==> config.mk <==
export PLATFORM = sky130hd
export DESIGN_NAME = pipe_skid_reg
export DESIGN_NICKNAME = d
export VERILOG_FILES = /design/src/rtl/pipe_skid_reg.sv
export SDC_FILE = /design/constraint.sdc
export NUM_CORES = 1
export LEC_CHECK = 0
export CORE_MARGIN = 8
export CORE_UTILIZATION = 25
export DETAILED_ROUTE_END_ITERATION = 16
export GPL_ROUTABILITY_DRIVEN = 0
export PLACE_DENSITY = 0.53
export SLEW_MARGIN = 20
export SYNTH_ARGS = -nofsm -noshare
export SYNTH_HDL_FRONTEND = slang
export SYNTH_SLANG_ARGS = --single-unit
export TNS_END_PERCENT = 50
==> constraint.sdc <==
create_clock -name i_clk -period 1.7 [get_ports i_clk]
set_clock_uncertainty 0.05 [all_clocks]
set_input_delay 0.34 -clock i_clk [delete_from_list [all_inputs] [get_ports i_clk]]
set_output_delay 0.34 -clock i_clk [all_outputs]
set_load 0.01 [all_outputs]
==> src/rtl/pipe_skid_reg.sv <==
// Two-entry elastic pipeline register with registered o_ready; latency 1 cycle in to out.
// Absorbs one cycle of downstream stall in the skid word. Optional PIPE_SKID_REG_FLUSH_EN adds i_flush.
module pipe_skid_reg #(
  parameter int               WIDTH       = 8,
  parameter logic [WIDTH-1:0] RESET_VALUE = {WIDTH{1'b0}}
) (
  input  logic             i_clk,
  input  logic             i_rst,
`ifdef PIPE_SKID_REG_FLUSH_EN
  input  logic             i_flush,
`endif
  input  logic [WIDTH-1:0] i_data,
  input  logic             i_valid,
  output logic             o_ready,
  output logic [WIDTH-1:0] o_data,
  output logic             o_valid,
  input  logic             i_ready,
  output logic [1:0]       o_level
);

  typedef enum logic [1:0] {
    EMPTY = 2'd0,
    ONE   = 2'd1,
    FULL  = 2'd2
  } state_t;

  state_t           state_q, state_d;
  logic [WIDTH-1:0] main_q, main_d;
  logic [WIDTH-1:0] skid_q, skid_d;
  logic             valid_q, valid_d;
  logic             ready_q, ready_d;
  logic             in_xfer;
  logic             out_xfer;

  assign in_xfer  = i_valid & ready_q;
  assign out_xfer = valid_q & i_ready;

  always_comb begin
    state_d = state_q;
    main_d  = main_q;
    skid_d  = skid_q;
    unique case (state_q)
      EMPTY: begin
        if (in_xfer) begin
          main_d  = i_data;
          state_d = ONE;
        end
      end
      ONE: begin
        if (in_xfer && out_xfer) begin
          main_d = i_data;
        end else if (in_xfer) begin
          skid_d  = i_data;
          state_d = FULL;
        end else if (out_xfer) begin
          state_d = EMPTY;
        end
      end
      FULL: begin
        if (out_xfer) begin
          main_d  = skid_q;
          state_d = ONE;
        end
      end
      default: state_d = EMPTY;
    endcase
`ifdef PIPE_SKID_REG_FLUSH_EN
    // Flush drops occupancy only; the data words keep their last contents.
    if (i_flush) begin
      state_d = EMPTY;
      main_d  = main_q;
      skid_d  = skid_q;
    end
`endif
    valid_d = (state_d != EMPTY);
    ready_d = (state_d != FULL);
  end

  always_ff @(posedge i_clk) begin
    if (i_rst) begin
      state_q <= EMPTY;
      main_q  <= RESET_VALUE;
      skid_q  <= RESET_VALUE;
      valid_q <= 1'b0;
      ready_q <= 1'b1;
    end else begin
      state_q <= state_d;
      main_q  <= main_d;
      skid_q  <= skid_d;
      valid_q <= valid_d;
      ready_q <= ready_d;
    end
  end

  assign o_data  = main_q;
  assign o_valid = valid_q;
  assign o_ready = ready_q;
  assign o_level = state_q;

endmodule

Yosys cells after proc, flatten, opt, wreduce, memory -nomap -nowiden --
Cells that the tools add are included.
Storage, ports and cells: flip-flop bits (word level) 20, bits in latches 0, bits in writable memories 0, memory bits (read-only) 0, bits of input ports 12, output and inout bits 12, logic and storage cells 30, memories kept 0
Cells by class: add/sub/neg operators 0, multiply operators 0, divide/modulo/power cells 0, order comparisons 0, equality and inequality tests 6, shifts and indexed selects 0, muxes and demuxes 10, bitwise operators 3, reduce and logical (&&, ||, !) cells 6
Operators with widths (count):
- 8-bit 2-to-1 mux | 3
- 8-bit one-hot mux with 3 select lines | 1
- 2-bit 2-to-1 mux | 5
- 2-bit inequality test, second input constant | 4
- 2-bit one-hot mux with 3 select lines | 1
- 4-bit AND reduction | 1
- 3-bit AND reduction | 1
- 3-bit nonzero test | 1
- 1-bit bitwise AND | 2
- 2-bit by 1-bit equality test with 1-bit output, second input constant | 1
- 2-bit equality test, second input constant | 1
- 2-bit zero test | 1
- 2-bit nonzero test | 1
- 1-bit logical AND | 1
- 1-bit NOT | 1

Depth between registers and ports, before layout --
word-level depth 6, depth in mapped cells 5, depth with buffers taken out 3

Least setup slack after synthesis --
No wires, ideal clock.
kind register to register, start reg state_q[1] (netlist: o_level[1]), end reg main_q[2] (netlist: o_data[2]), setup time 0.134 ns, data arrival time 1.185 ns, data required time 1.516 ns, slack 0.331 ns, stages on the path, launching flop included 6, period minus slack after synthesis 1.369 ns, path through dfxtp_1 > and3b_1 > buf_6 > buf_6 > a211oi_2 > a211oi_2
Between the ends: longest elaborated chain between the ends 3, elaborated cells between the ends (all ways) 9, classes of those cells eq/ne: 5; mux: 1; reduce/logical: 3
Ends and longest elaborated chain:
- from (decl) | RTL line 27 | state_t state_q, state_d;
- from (signal assigned) | RTL line 87 | state_q <= state_d;
- 2-bit by 1-bit equality test with 1-bit output (tied with other cells) | RTL line 42 | unique case (state_q)
- 2-bit inequality test (no line) or 3-bit nonzero test (tied branches)
- 4-bit AND reduction (no line)
- to (signal assigned) | RTL line 88 | main_q <= main_d;
- to (decl) | RTL line 28 | logic [WIDTH-1:0] main_q, main_d;
Parallel ways exist; a longest one is shown, timed or not. A chain may end at the register's enable or synchronous reset.

Final worst setup path --
start reg ready_q (netlist: o_ready), end out o_ready
RTL lines:
- from (decl) | RTL line 31 | logic ready_q, ready_d;
- from (signal assigned) | RTL line 91 | ready_q <= ready_d;
- to (decl) | RTL line 14 | output logic o_ready,
No word-level cell between the ends.

==> results.py <==
metrics = {
    "floorplanning": {
        "num_rows": 23,
        "start_util_pct": 25.38,
        "dieArea_mm2": 0.006209,
        "design.core.area_mm2": 0.003885,
        "die_y_um": 78.80,
        "io_pins": 24,
        "die_w_um": 78.80,
    },
    "worst_setup_path": {
        "crit_chain": "clkdlybuf4s50_1",
        "cp.required_ns": 1.31,
        "worstReg2RegEnd": "o_data[7]$_SDFFE_PP0P_",
        "crit_buf_inv": 1,
        "cp-start-kind": "register",
        "end_kind": "output port",
        "r2r_start": "o_level[0]$_SDFF_PP0_",
        "arrival_ns": 1.26,
        "worstPathMaxFanout": 5,
        "critPathTopFamily": "buffers and inverters",
        "critical_path_class": "reg -> out",
        "rr_worst_depth": 3,
        "cpPeakStageDelay_ns": 0.58,
        "rrSetupSlack_ns": 0.31,
        "critical_path.slowest_cell": "clkdlybuf4s50_1",
    },
    "timing": {
        "holdWs_ns": 0.4327,
        "setup_violations": 0,
        "fin_ws_ns": 0.04820,
        "worst_slew_pin_slew_ns": 0.3882,
        "rsz0062_at_grt": "no",
        "slew_headroom_pct": 74.12,
        "finalSetupTns_ns": 0,
        "finalHoldViolations": 0,
        "fin_crit_ns": 1.652,
        "fmax_mhz": 605.4,
        "slew_viol_final": 0,
        "min_period_over_period_pct": 97.16,
    },
    "logic_synthesis": {
        "ys_seq_elements": 20,
        "synth_fp_nets": 106,
        "synth.yosys.seq_area_share_pct": 40.61,
        "ys_top_cells_by_area": "dfxtp_1 (41%), a211oi_1 (8.4%), mux2i_1 (8.1%), a211oi_2 (6.3%), o21ai_0 (4.6%)",
        "synth_top_family_by_area": "compound AO/OA/AOI/OAI gates",
        "synth_top_area_share_pct": 40.61,
        "synth_compound_area_share_pct": 31.85,
        "synth-simple-area-share_pct": 11.17,
        "syn_inst": 94,
        "synth_xor_area_share_pct": 0,
        "syn_area_um2": 985.9,
        "yosysWarnings": 0,
        "synth_cell_type_count": 27,
        "synthAdderAreaFrac_pct": 0,
        "synth_edf_count": 0,
        "synthArstFlopShare_pct": 0,
        "yosys-mux-area-fraction_pct": 8.122,
        "synth_ff_type": "dfxtp_1",
        "synth_area_leader_cell": "dfxtp_1",
        "avgSynthCellArea_um2": 10.49,
    },
    "drt": {
        "drc": 0,
        "ant_nets": 0,
        "vias": 847,
        "first_pass_iters": 4,
        "routed_wl_mm": 2.480,
        "via_per_inst": 4.868,
        "drt-initial-drc-count": 27,
        "wl_per_cell_um": 14.25,
    },
    "cells_and_area": {
        "seqCellArea_um2": 404.1,
        "area_delta_synth_final_pct": 37.44,
        "fillers": 400,
        "nets": 137,
        "multiInputGateArea_um2": 504.2,
        "utilization_pct": 34.88,
        "antenna_cells": 0,
        "drive_above_1_share_pct": 22.58,
    },
    "global_route": {
        "grt_pass1_vias": 850,
        "grt_pass1_wl_mm": 4.098,
        "grt_util_all_layers_pct": 8.300,
        "antenna_found_initial": 0,
        "overflow": 0,
        "grt_start_max_net_pins": 18,
    },
    "clock_network": {
        "ctsHtreeMaxLevel": 1,
        "cts_root_buf": "clkbuf_8",
        "cts_buffers": 3,
        "cts_tree": "built",
        "cts_setup_buffers": 0,
        "clkSinkCount": 20,
        "clock_latency_ns": 0.25,
        "cts_hold_buf": 0,
        "clk_path_buf_depth": 2,
        "path_clk_slew_ns": 0.08,
    },
    "power": {
        "p_seq_share_pct": 40.3,
        "powerDensity_mw_per_mm2": 1014,
        "p_int_mw": 1.019,
        "pwr-share-comb_pct": 25.4,
        "vdd_drop_max_mv": 0.3189,
        "switching_share_pct": 25.87,
        "switching_power_uw": 355.5,
        "p_clk_share_pct": 34.4,
        "cellLeakagePower_nw": 0.5200,
    },
    "hold_path": {
        "min-delay-start": "skid_q[3]$_SDFFE_PP0P_",
        "min_path_type": "reg -> reg",
        "hold_end": "skid_q[3]$_SDFFE_PP0P_",
        "hold_path_depth": 2,
    },
    "outcome": {
        "status": "finished, final reports clean",
    },
    "place": {
        "place_hpwl_mm": 1.813,
        "dp_slack_ns": -0.2328,
        "io_buffers": 23,
    },
    "job": {
        "cap_violations": 0,
    },
}
[metrics by stage]
| stage | std cells | instance area [um2] | power [mW] |
|---|---|---|---|
| 2_1_floorplan | 94 | 985.9 | 0.7740 |
| 3_3_place_gp | 170 | 1280 | 0.9111 |
| 3_5_place_dp | 170 | 1280 | 0.9130 |
| 4_1_cts | 174 | 1354 | 1.389 |
| 5_1_grt | 174 | 1355 | 1.455 |
| 6_report | 174 | 1355 | 1.374 |
[flip-flops by register name, summed over array words and instances (netlist names)]
register,cells
o_valid,1
o_data,8
o_ready,1
skid_q,8
o_level,2
[kinds of logic (layout without fill, tap and decap cells)]
| logic type | after synthesis | after routing |
|---|---|---|
| buffers and inverters | 8 | 38 |
| AND/OR/NAND/NOR | 18 | 18 |
| multiplexers | 8 | 8 |
| AO/OA/AOI/OAI | 40 | 40 |
| flip-flops | 20 | 20 |
[cells in the mapped netlist (2+ instances only)]
cell type and number:
a21oi_1 8, clkbuf_1 2, mux2i_1 8, buf_6 3
a211oi_2 5, a211oi_1 11, nand3_1 8, nand2_1 3
dfxtp_1 20, o21ai_0 9
[what timing repair did]
| action | in CTS | in global routing |
|---|---|---|
| pin swaps | 0 | 0 |
| resized for setup | 2 | 2 |
| endpoints found under the setup margin | 2 | 12 |
[how the worst max path moves through the flow]
stage                              to                   from  slack, ns  cells after the start
2_1_floorplan  o_data[2]$_SDFFE_PP0P_  o_level[1]$_SDFF_PP0_       0.33                      5
3_3_place_gp   o_data[7]$_SDFFE_PP0P_                i_ready      -0.18                      4
3_5_place_dp   o_data[5]$_SDFFE_PP0P_                i_ready      -0.23                      4
4_1_cts                    o_level[0]  o_level[0]$_SDFF_PP0_       0.02                      1
5_1_grt                       o_ready     o_ready$_SDFF_PP1_       0.01                      1
6_report                      o_ready     o_ready$_SDFF_PP1_       0.05                      1
[cell usage in the layout (no fill, tap or decap), drive strengths merged]
cell type,count
buf,11
o22ai,1
nand2b,1
nand2,3
nand3,8
a21boi,1
clkdlybuf4s50,23
nor3b,1
clkbuf,3
and3b,1
mux2i,8
o21ai,9
nand4,1
and4b,1
a221o,1
nand3b,1
a211oi,16
dfxtp,20
nor4bb,1
bufinv,1
a21o,1
a21bo,1
a21oi,9
a221oi,1
[final cells by class]
type	count	share of cell area [%]
Multi-Input combinational cell	66	37.21
Clock inverter	1	2.216
Timing Repair Buffer	34	23.08
Clock buffer	3	3.047
Tap cell	50	4.617
Sequential cell	20	29.82
[worst reg2reg max path, stage by stage (launching register included)]
cell and delay, ns:
dfxtp_2 0.39, nand2b_2 0.38, mux2i_1 0.34, a211oi_2 0.10
[metal layers]
layer	GRT usage [%]	wire, um
met1	9.987	1141
met2	14.08	1175
met3	1.693	129
met4	3.333	34
met5	0	0
[power groups by stage]
stage | combinational, mW | sequential, mW | clock, mW
floorplan | 0.202 | 0.572 | 0
global placement | 0.350 | 0.561 | 0
detailed placement | 0.351 | 0.562 | 0
CTS | 0.353 | 0.552 | 0.485
global route | 0.381 | 0.561 | 0.513
finish | 0.349 | 0.553 | 0.472
Note: power is estimated with default switching activity, not from simulation.
